<file path="config.mk">
export PLATFORM = sky130hd
export DESIGN_NAME = ifetcher_pcctrl
export DESIGN_NICKNAME = d
export VERILOG_FILES = /design/src/rtl/ifetcher_pkg.sv /design/src/rtl/ifetcher_watchdog.sv /design/src/rtl/ifetcher_pcctrl.sv
export SDC_FILE = /design/constraint.sdc
export NUM_CORES = 1
export LEC_CHECK = 0
export ABC_AREA = 1
export CORE_UTILIZATION = 54
export DETAILED_ROUTE_END_ITERATION = 6
export HOLD_SLACK_MARGIN = 0.06
export PLACE_DENSITY_LB_ADDON = 0.3
export SYNTH_ARGS = -nofsm -noshare
export SYNTH_HDL_FRONTEND = slang
export SYNTH_SLANG_ARGS = --single-unit
</file>
<file path="constraint.sdc">
create_clock -name iClk -period 3.8 [get_ports iClk]
set_clock_uncertainty 0.2 [all_clocks]
set_input_delay 1.14 -clock iClk [delete_from_list [all_inputs] [get_ports iClk]]
set_output_delay 1.14 -clock iClk [all_outputs]
set_load 0.1 [all_outputs]
</file>
<file path="src/rtl/ifetcher_pkg.sv">
// Shared types and constants for the instruction-fetch PC controller.
package ifetcher_pkg;

    typedef enum logic [1:0] {
        ST_RUN   = 2'd0,
        ST_DRAIN = 2'd1,
        ST_HALT  = 2'd2
    } pc_state_e;

    localparam int          IF_FETCH_BYTES = 16;
    localparam int          IF_LOFF        = $clog2(IF_FETCH_BYTES);
    localparam logic [31:0] IF_RESET_PC    = 32'h0000_0000;

endpackage

</file>
<file path="src/rtl/ifetcher_watchdog.sv">
// Outstanding-request watchdog: counts enabled cycles, clear wins, registered terminal pulse.
// Latency: o_timeout one cycle after the terminal increment; never back-pressures.
module ifetcher_watchdog #(
    parameter int TOW     = 8,
    parameter int TIMEOUT = 200
) (
    input  logic iClk,
    input  logic iReset,
    input  logic i_en,
    input  logic i_clr,
    output logic o_expire,
    output logic o_timeout
);
    import ifetcher_pkg::*;

    localparam logic [TOW-1:0] TC = TOW'(TIMEOUT - 1);

    logic [TOW-1:0] r_cnt;
    logic           r_timeout;
    logic           w_inc;

    assign w_inc    = i_en & ~i_clr;
    assign o_expire = w_inc & (r_cnt == TC);
    assign o_timeout = r_timeout;

    // Expiry clears the counter, so it can never reach saturation.
    always_ff @(posedge iClk or posedge iReset) begin
        if (iReset) begin
            r_cnt     <= '0;
            r_timeout <= 1'b0;
        end else begin
            r_timeout <= o_expire;
            if (i_clr || o_expire)
                r_cnt <= '0;
            else if (w_inc)
                r_cnt <= r_cnt + 1'b1;
        end
    end

endmodule

</file>
<file path="src/rtl/ifetcher_pcctrl.sv">
// Fetch PC controller: line-advance, redirect with stale-response drain, watchdog halt.
// Latency: PC/offset update one cycle after iNext/iRedirect; oDiscard is combinational.
module ifetcher_pcctrl #(
    parameter int          PCW         = 32,
    parameter int          FETCH_BYTES = ifetcher_pkg::IF_FETCH_BYTES,
    parameter logic [PCW-1:0] RESET_PC = PCW'(ifetcher_pkg::IF_RESET_PC),
    parameter int          TOW         = 8,
    parameter int          TIMEOUT     = 200
) (
    input  logic                               iClk,
    input  logic                               iReset,
    input  logic                               iNext,
    input  logic                               iCountEn,
    input  logic                               iCountDone,
    input  logic                               iRedirect,
    input  logic [PCW-1:0]                     iRedirectPC,
    output logic [PCW-1:0]                     oPC,
    output logic [$clog2(FETCH_BYTES/4)-1:0]   oStartOffset,
    output logic                               oDiscard,
    output logic                               oTimeout,
    output logic                               oHalted,
    output logic [1:0]                         oState
);
    import ifetcher_pkg::*;

    localparam int LOFF = $clog2(FETCH_BYTES);
    localparam int SOW  = LOFF - 2;

    pc_state_e          r_state, w_state_nxt;
    logic [PCW-1:0]     r_pc, w_pc_nxt;
    logic [SOW-1:0]     r_off, w_off_nxt;
    logic               r_halted, w_halted_nxt;
    logic               w_expire;
    logic               w_wd_en;
    logic               w_wd_clr;
    logic [PCW-1:0]     w_redir_line;
    logic [SOW-1:0]     w_redir_off;
    logic [1:0]         w_unused_bytebits;

    assign w_redir_line      = {iRedirectPC[PCW-1:LOFF], {LOFF{1'b0}}};
    assign w_redir_off       = iRedirectPC[LOFF-1:2];
    assign w_unused_bytebits = iRedirectPC[1:0];

    assign w_wd_en  = iCountEn & ~iCountDone & (r_state != ST_HALT);
    assign w_wd_clr = iCountDone | iRedirect | ~iCountEn;

    ifetcher_watchdog #(
        .TOW     (TOW),
        .TIMEOUT (TIMEOUT)
    ) u_watchdog (
        .iClk      (iClk),
        .iReset    (iReset),
        .i_en      (w_wd_en),
        .i_clr     (w_wd_clr),
        .o_expire  (w_expire),
        .o_timeout (oTimeout)
    );

    always_ff @(posedge iClk or posedge iReset) begin
        if (iReset) begin
            r_state  <= ST_RUN;
            r_pc     <= RESET_PC;
            r_off    <= '0;
            r_halted <= 1'b0;
        end else begin
            r_state  <= w_state_nxt;
            r_pc     <= w_pc_nxt;
            r_off    <= w_off_nxt;
            r_halted <= w_halted_nxt;
        end
    end

    // Priority: redirect, then watchdog expiry, then line advance / drain completion.
    always_comb begin
        w_state_nxt  = r_state;
        w_pc_nxt     = r_pc;
        w_off_nxt    = r_off;
        w_halted_nxt = r_halted;
        case (r_state)
            ST_RUN: begin
                if (iRedirect) begin
                    w_pc_nxt  = w_redir_line;
                    w_off_nxt = w_redir_off;
                    if (iCountEn && !iNext)
                        w_state_nxt = ST_DRAIN;
                end else if (w_expire) begin
                    w_state_nxt  = ST_HALT;
                    w_halted_nxt = 1'b1;
                end else if (iNext) begin
                    w_pc_nxt  = r_pc + PCW'(FETCH_BYTES);
                    w_off_nxt = '0;
                end
            end
            ST_DRAIN: begin
                if (iRedirect) begin
                    w_pc_nxt  = w_redir_line;
                    w_off_nxt = w_redir_off;
                    if (iNext)
                        w_state_nxt = ST_RUN;
                end else if (w_expire) begin
                    w_state_nxt  = ST_HALT;
                    w_halted_nxt = 1'b1;
                end else if (iNext) begin
                    w_state_nxt = ST_RUN;
                end
            end
            ST_HALT: begin
                if (iRedirect) begin
                    w_pc_nxt     = w_redir_line;
                    w_off_nxt    = w_redir_off;
                    w_state_nxt  = ST_RUN;
                    w_halted_nxt = 1'b0;
                end
            end
            default: begin
                w_state_nxt = ST_RUN;
            end
        endcase
    end

    // Nothing is written while halted, so the mask is held low there.
    assign oDiscard     = (r_state != ST_HALT) & ((r_state == ST_DRAIN) | iRedirect);
    assign oPC          = r_pc;
    assign oStartOffset = r_off;
    assign oHalted      = r_halted;
    assign oState       = r_state;

endmodule

</file>
Word level (Yosys, flattened, before mapping)
Index checks and enable logic that the tools add are counted.
W data, S select, Z words.

word-level totals
  output and inout port bits = 39
  word-level logic and storage cells = 67
  input port bits = 38
  register bits = 46

cells by class
  reduce and logical (&&, ||, !) cells = 12
  equality and inequality tests = 12
  mux-type cells = 24
  add/sub/neg operators = 2
  bitwise gates (word level) = 11

operators with widths
  cell                     number
  $mux W32                 4
  $pmux W32 S2             1
  $add A32 B5 Y32 const B  1
  $mux W2                  11
  $mux W8                  2
  $ne A3 B3 Y1 const B     3
  $add A8 B1 Y8 const B    1
  $eq A8 B8 Y1 const B     1
  $reduce_and A4 Y1        2
  $ne A2 B2 Y1 const B     3
  $pmux W2 S3              1
  $reduce_bool A2 Y1       3
  $and A1 B1 Y1            5
  $ne A2 B1 Y1 const B     2
  $pmux W2 S2              1
  $reduce_or A2 Y1         2
  $mux W1                  3
  $ne A3 B2 Y1 const B     1
  $not A1 Y1               3
  $or A1 B1 Y1             3
  $reduce_and A3 Y1        1
  $eq A2 B1 Y1 const B     1
  $eq A2 B2 Y1 const B     1
  $logic_not A2 Y1         1
  other kinds (4)          4

Logic depth before layout (Yosys ltp)
Gate-level depths: netlist of run 1.

  depth after elaboration = 8
  mapped depth = 11
  gate-level depth less buffers = 11

Cells and area by module
Synthesis of run 1 repeated with hierarchy kept, for this count alone.

second synthesis, totals
  cell total of the unflattened synthesis = 480
  area, all modules = 3064.2 um2

modules (own cells, without submodules)
  module             cells an instance  times used  area each (um2)  seq. area each (um2)
  ifetcher_pcctrl    408                1           2549.9           825.8
  ifetcher_watchdog  72                 1           514.2            225.2

Least setup slack after synthesis of run 1
No wires, ideal clock.

  path type = reg2out
  start point = reg r_state[0] (netlist: oState[0])
  end point = out oDiscard
  slack = -0.416 ns
  buffers on the path = 0
  cell stages (with the launch flop) = 4
  required time = 2.460 ns
  arrival = 2.876 ns
  cells stage by stage = dfrtp_1 > inv_1 > ha_1 > a21oi_1

between the ends
  longest elaborated chain between the ends = 3
  elaborated cells on any way between the ends = 4
  classes of those cells = 2 x eq/ne; 2 x bitwise

RTL lines
  what                    RTL line                RTL
  start, declared         ifetcher_pcctrl.sv:29   pc_state_e r_state, w_state_nxt;
  start signal, assigned  ifetcher_pcctrl.sv:66   r_state <= w_state_nxt;
  $eq A2 B1 Y1            ifetcher_pcctrl.sv:122  assign oDiscard = (r_state != ST_HALT) & ((r_state == ST_DRAIN) | iRedirect);
  $or A1 B1 Y1            ifetcher_pcctrl.sv:122
  $and A1 B1 Y1 *         ifetcher_pcctrl.sv:122
  end, declared           ifetcher_pcctrl.sv:19   output logic oDiscard,

Mark *: on every way between the ends. The rest lies on a longest branch, timed or not.

Worst setup path after layout of run 1
  start point = in iRedirect
  end point = out oDiscard

between the ends
  longest elaborated chain between the ends = 2

RTL lines
  what             RTL line                RTL
  start, declared  ifetcher_pcctrl.sv:15   input logic iRedirect,
  $or A1 B1 Y1     ifetcher_pcctrl.sv:122
  $and A1 B1 Y1    ifetcher_pcctrl.sv:122

No other way between the ends.

==> impl_metrics.tcl, run 1 <==
set metrics [dict create \
    status "completed" \
    slew_violations 0 \
    vias 3233 \
    fp.dieW_um 77.4 \
    fin_nets 605 \
    reg2reg_depth 9 \
    max-slew-margin-rel_pct 63.3 \
    wirelength_mm 7.30 \
    holdWs_ns 0.303 \
    final_layout_size_suffix_gt1_share_pct 10.8 \
    synth_ff_type "dfrtp_1" \
    place_congestion 0.876 \
    grt_util_met3_pct 4.12 \
    finalHoldViolCount 0 \
    cap_violations 0 \
    ctsLongestPathBuffers 2 \
    gr-usage-met2_pct 43.7 \
    worstPathCellList "clkdlybuf4s50_1, inv_1, a21oi_2, buf_12" \
    io_buffers 70 \
    crit_required_ns 2.46 \
    drt_first_pass_iters 5 \
    holdPathStages 2 \
    r2r-end "oPC[4]$_DFFE_PP0P_" \
    synth_seq_cells 42 \
    dpl_cell_area_mm2 0.00373 \
    slowest_delay_ns 0.54 \
    r2r_slack_ns 1.46 \
    synthCells 493 \
    grt_overflow 0 \
    tns_ns 0 \
    final_common_cell "nand2_1" \
    hp-start "oStartOffset[1]$_DFFE_PP0P_" \
    seq_area_frac_synth_pct 34.2 \
    crit_path_top_delay_cell "clkdlybuf4s50_1" \
    cp-end-kind "primary output" \
    vias_per_cell 5.09 \
    post-route-min-period_ns 3.55 \
    final_cell_area_mm2 0.00384 \
    ys_async_sr_fraction_pct 100 \
    tritoncts "yes" \
    die_y_um 77.4 \
    num_antenna_cells 0 \
    path_max_fanout 5 \
    whs_endpoint "oStartOffset[1]$_DFFE_PP0P_" \
    grt_first_pass_wirelength_mm 12.6 \
    hold_buffers 0 \
    netlist_area_mm2 0.00307 \
    die-area_mm2 0.00600 \
    syn2layout_area_growth_pct 25.0 \
    synth_cell_types 25 \
    fillCellCount 497 \
    antenna_found_initial 0 \
    use_met1_pct 33.2 \
    synth_edf_count 0 \
    ys_warn_count 0 \
    drt_iter0_drc 231 \
    clock-root-buffer "clkbuf_8" \
    final_util_pct 69.8 \
    grt_max_degree 52 \
    rsz0062_at_grt "false" \
    drc 0 \
    period_share_pct 93.5 \
    fmax_mhz 282 \
    busiest_layer "met2" \
    r2r-start "oState[0]$_DFFE_PP0P_" \
    layout_common_cells "nand2_1 (187), nor2_1 (90), inv_1 (42), dfrtp_1 (42), nand3_1 (41)" \
    syn_avg_cell_area_um2 6.23 \
    hold_path.class "flop to flop" \
    grt_pass1_vias 2872 \
    post_cts_resized 0 \
    rows 27 \
    io-pin-count 77 \
    core_mm2 0.00551 \
    initial_utilization_pct 55.8 \
    grt_usage_pct 25.9 \
    postCtsSetupBuffers 0 \
    worstSkewPairLatency_ns 0.30 \
    hpwl_mm 5.46 \
    wire_per_inst_um 11.5 \
    clk_pin_slew_worst_paths_ns 0.09 \
    tightest_slew_ns 0.550 \
    ant_nets 0 \
    critPathLaunchType "input port" \
    cts.sink_count 42 \
    htreeDepth 2 \
    crit_type "input port to primary output" \
    critPathArrivalTime_ns 2.21 \
    cts_made_buffers 5 \
    setup_viol 0 \
]
-- registers in the layout (all words and copies together) (netlist names) --
register              cells
oPC                      28
u_watchdog.r_cnt          8
oStartOffset              2
oState                    2
oHalted                   1
u_watchdog.o_timeout      1
-- kinds of logic after synthesis --
logic type               Yosys count  share of synthesized area [%]
adder cells (fa/ha/maj)            5                           2.04
flip-flops                        42                           34.2
AND/OR/NAND/NOR                  344                           46.5
XOR/XNOR                           9                           2.57
buffers and inverters             58                           8.84
other                              1                          0.122
AO/OA/AOI/OAI                     34                           5.70
-- layer usage --
layer	wire length [um]	vias up
met5	0	-
met4	102	0
met3	436	10
met2	3450	103
met1	3310	1457
li1	-	1663
-- how the worst max path moves through the flow --
stage / startpoint / to / slack (ns)
4_1_cts: iRedirect / oDiscard / 0.25
6_report: iRedirect / oDiscard / 0.25
2_1_floorplan: oState[0]$_DFFE_PP0P_ / oDiscard / 0.21
3_5_place_dp: iRedirect / oDiscard / 0.26
3_3_place_gp: iRedirect / oDiscard / 0.29
5_1_grt: iRedirect / oDiscard / 0.20
-- metrics by stage --
stage	setup WS, ns	std cells
6_report	0.248	635
4_1_cts	0.248	635
3_3_place_gp	0.291	627
3_5_place_dp	0.260	627
2_1_floorplan	0.211	496
5_1_grt	0.199	635
-- cells in the mapped netlist (4+ instances only) --
| cell | n | area [um2] |
|---|---|---|
| buf_2 | 4 | 20.0 |
| buf_4 | 7 | 52.6 |
| nand2_1 | 187 | 702 |
| inv_1 | 42 | 158 |
| dfrtp_1 | 42 | 1050 |
| nor2_2 | 6 | 37.5 |
| o21ai_1 | 4 | 20.0 |
| nand4_1 | 9 | 56.3 |
| nor2_1 | 90 | 338 |
| a21oi_1 | 10 | 50.1 |
| o21ai_0 | 18 | 90.1 |
| nand3_1 | 41 | 205 |
| ha_1 | 5 | 62.6 |
| xor2_1 | 7 | 61.3 |
-- critical path, delay by kind of cell --
kind	cells	cell delay, ns
buf+inv	3	0.85
compound gates	1	0.22
-- final cells by class --
class | count | area, um2 | area share [%]
clock buffers | 6 | 72.6 | 1.89
well taps | 72 | 90.1 | 2.34
flip-flops and latches | 42 | 1050 | 27.4
multi-input cells | 396 | 1770 | 45.9
repair buffers | 73 | 661 | 17.2
inverters | 44 | 165 | 4.30
clock inverters | 2 | 37.5 | 0.977
Power of run 1 is not shown: default switching activity piles up to over one toggle a cycle in this logic, so the estimate is an artifact.
==> run 2, diff against run 1 <==
--- a/config.mk
+++ b/config.mk
@@ -5,8 +5,9 @@
 export SDC_FILE = /design/constraint.sdc
 export NUM_CORES = 1
 export LEC_CHECK = 0
-export ABC_AREA = 1
-export CORE_UTILIZATION = 54
+export ABC_AREA = 0
+export CAP_MARGIN = 20
+export CORE_UTILIZATION = 51
 export DETAILED_ROUTE_END_ITERATION = 6
 export HOLD_SLACK_MARGIN = 0.06
 export PLACE_DENSITY_LB_ADDON = 0.3
==> run 2 against run 1 <==
Against the previous run:
- maximum frequency up 4.7%
- die area fell by 10%
- synthesized area shrank 16%
- global-route usage is 0.89 points higher
- cell area down 12%
- via count is 16% lower
- register-to-register slack got worse by 0.34 ns
==> impl_metrics.tcl, run 2 <==
set metrics [dict create \
    status "completed" \
    netlist_area_mm2 0.00259 \
    grt_usage_pct 26.8 \
    yosysTopAreaCell "dfrtp_1" \
    r2r-start "oState[0]$_DFFE_PP0P_" \
    fmax_mhz 295 \
    hold_path.class "flop to flop" \
    fin_nets 419 \
    synth_ff_type "dfrtp_1" \
    seq_area_frac_synth_pct 40.5 \
    critical-path-top-delay-family "buffers and inverters" \
    io_buffers 70 \
    layout_common_cells "buf_4 (44), dfrtp_1 (42), clkdlybuf4s50_1 (35)" \
    tns_ns 0 \
    ys_async_sr_fraction_pct 100 \
    dpl_cell_area_mm2 0.00328 \
    wire_per_inst_um 15.2 \
    num_antenna_cells 0 \
    synth_edf_count 0 \
    clk_pin_slew_worst_paths_ns 0.07 \
    drt_iter0_drc 274 \
    fillCellCount 405 \
    slew_violations 0 \
    crit_type "input port to primary output" \
    hpwl_mm 4.77 \
    ant_nets 0 \
    die-area_mm2 0.00538 \
    rows 25 \
    crit_path_top_delay_cell "clkdlybuf4s50_1" \
    worst-path-buf-inv 2 \
    wirelength_mm 6.77 \
    syn_avg_cell_area_um2 8.43 \
    netlist.area_leader.share_pct 40.5 \
    ctsLongestPathBuffers 2 \
    synthMostInstantiatedCell "dfrtp_1" \
    synth_common_cells "dfrtp_1 (42), a21oi_1 (30), nand2_1 (29)" \
    reg2reg_depth 8 \
    die_y_um 73.3 \
    antenna_found_initial 0 \
    setup_viol 0 \
    vias 2700 \
    io-pin-count 77 \
    initial_utilization_pct 53.9 \
    core_mm2 0.00482 \
    critical_path.endpoint "oDiscard" \
    synthCells 308 \
    fp.dieW_um 73.3 \
    syn2layout_area_growth_pct 29.8 \
    holdPathStages 2 \
    grt_overflow 0 \
    clock-root-buffer "clkbuf_8" \
    cp-startpoint "iRedirect" \
    largest_reg_flops 28 \
    path_max_fanout 4 \
    r2r_slack_ns 1.12 \
    cts_made_buffers 5 \
    synth_cell_types 53 \
    crit_required_ns 2.46 \
    tritoncts "yes" \
    drc 0 \
    r2r-end "oPC[13]$_DFFE_PP0P_" \
    crit_cells 4 \
    postCtsSetupBuffers 0 \
    cap_violations 0 \
    critPathArrivalTime_ns 2.05 \
    cts.sink_count 42 \
    final_common_cell "buf_4" \
    max-slew-margin-rel_pct 41.8 \
    grt_pass1_vias 2361 \
    grt_first_pass_wirelength_mm 11.1 \
    post_cts_resized 0 \
    htreeDepth 2 \
    post-route-min-period_ns 3.39 \
    worstSkewPairLatency_ns 0.30 \
    slowest_delay_ns 0.52 \
    tightest_slew_ns 0.872 \
    vias_per_cell 6.08 \
    grt_max_degree 35 \
    synth_seq_cells 42 \
    ys_warn_count 0 \
    cp-end-kind "primary output" \
    period_share_pct 89.3 \
    final_layout_size_suffix_gt1_share_pct 17.2 \
    worstPathCellList "clkdlybuf4s50_1, nor2_1, nor2_2, buf_12" \
    ys_top_cells_by_area "dfrtp_1 (41%), a21oi_1 (5.8%), nand3_1 (5.0%), nand2_1 (4.2%), o21ai_0 (4.1%)" \
    final_cell_area_mm2 0.00337 \
    place_congestion 0.804 \
    finalHoldViolCount 0 \
    hold_buffers 0 \
    drt_first_pass_iters 4 \
    rsz0062_at_grt "false" \
    critPathLaunchType "input port" \
]
-- run 2: cells by family (layout without fill, tap and decap cells) --
kind of cell | after synthesis | after routing | share of synthesized area (%)
mux | 1 | 1 | 0.386
buf+inv | 28 | 94 | 5.64
other cells | 1 | 4 | 0.145
flops | 42 | 42 | 40.5
fa+ha+maj | 5 | 5 | 2.41
compound gates | 95 | 95 | 22.8
simple gates | 131 | 131 | 26.4
xor+xnor | 5 | 5 | 1.69
-- run 2: final cells by class --
type                            instances  area, um2  share of cell area [%]
Sequential cell                        42       1050                    31.2
Inverter                                6       22.5                   0.668
Tap cell                               67       83.8                    2.49
Multi-Input combinational cell        241       1420                    42.1
Timing Repair Buffer                   80        701                    20.8
Clock buffer                            7       86.3                    2.56
Clock inverter                          1       5.00                   0.149
-- run 2: worst min-delay path: stages (launching register included) --
cell     delay (ns)
dfrtp_1        0.35
nand2_1        0.05
nand2_1        0.05
-- run 2: metal layers --
layer / global-route usage (%) / vias up / share of wire [%]
met3: 4.94 / 11 / 8.1
met5: 0 / - / 0
met1: 37.0 / 1291 / 43
met2: 41.6 / 136 / 47
met4: 11.3 / 0 / 1.6
li1: - / 1262 / -
-- run 2: stage by stage --
| stage | instances | util, % | setup slack (ns) | hold WS [ns] |
|---|---|---|---|---|
| final | 444 | 69.9 | 0.407 | 0.284 |
| after global routing | 444 | 69.9 | 0.361 | 0.315 |
| after CTS | 444 | 69.9 | 0.406 | 0.293 |
| after detailed placement | 436 | 68.1 | 0.303 | 0.269 |
| after global placement | 436 | 68.1 | 0.386 | 0.262 |
| after floorplan | 311 | - | 0.165 | 0.285 |
-- run 2: how the worst min path moves through the flow --
stage	from	slack [ns]	to
3_3_place_gp	oStartOffset[1]$_DFFE_PP0P_	0.26	oStartOffset[1]$_DFFE_PP0P_
4_1_cts	oStartOffset[0]$_DFFE_PP0P_	0.29	oStartOffset[0]$_DFFE_PP0P_
5_1_grt	oStartOffset[0]$_DFFE_PP0P_	0.31	oStartOffset[0]$_DFFE_PP0P_
6_report	oStartOffset[1]$_DFFE_PP0P_	0.28	oStartOffset[1]$_DFFE_PP0P_
2_1_floorplan	u_watchdog.r_cnt[0]$_DFFE_PP0P_	0.28	u_watchdog.r_cnt[0]$_DFFE_PP0P_
3_5_place_dp	oStartOffset[0]$_DFFE_PP0P_	0.27	oStartOffset[0]$_DFFE_PP0P_
Power of run 2 is left out for the same reason.
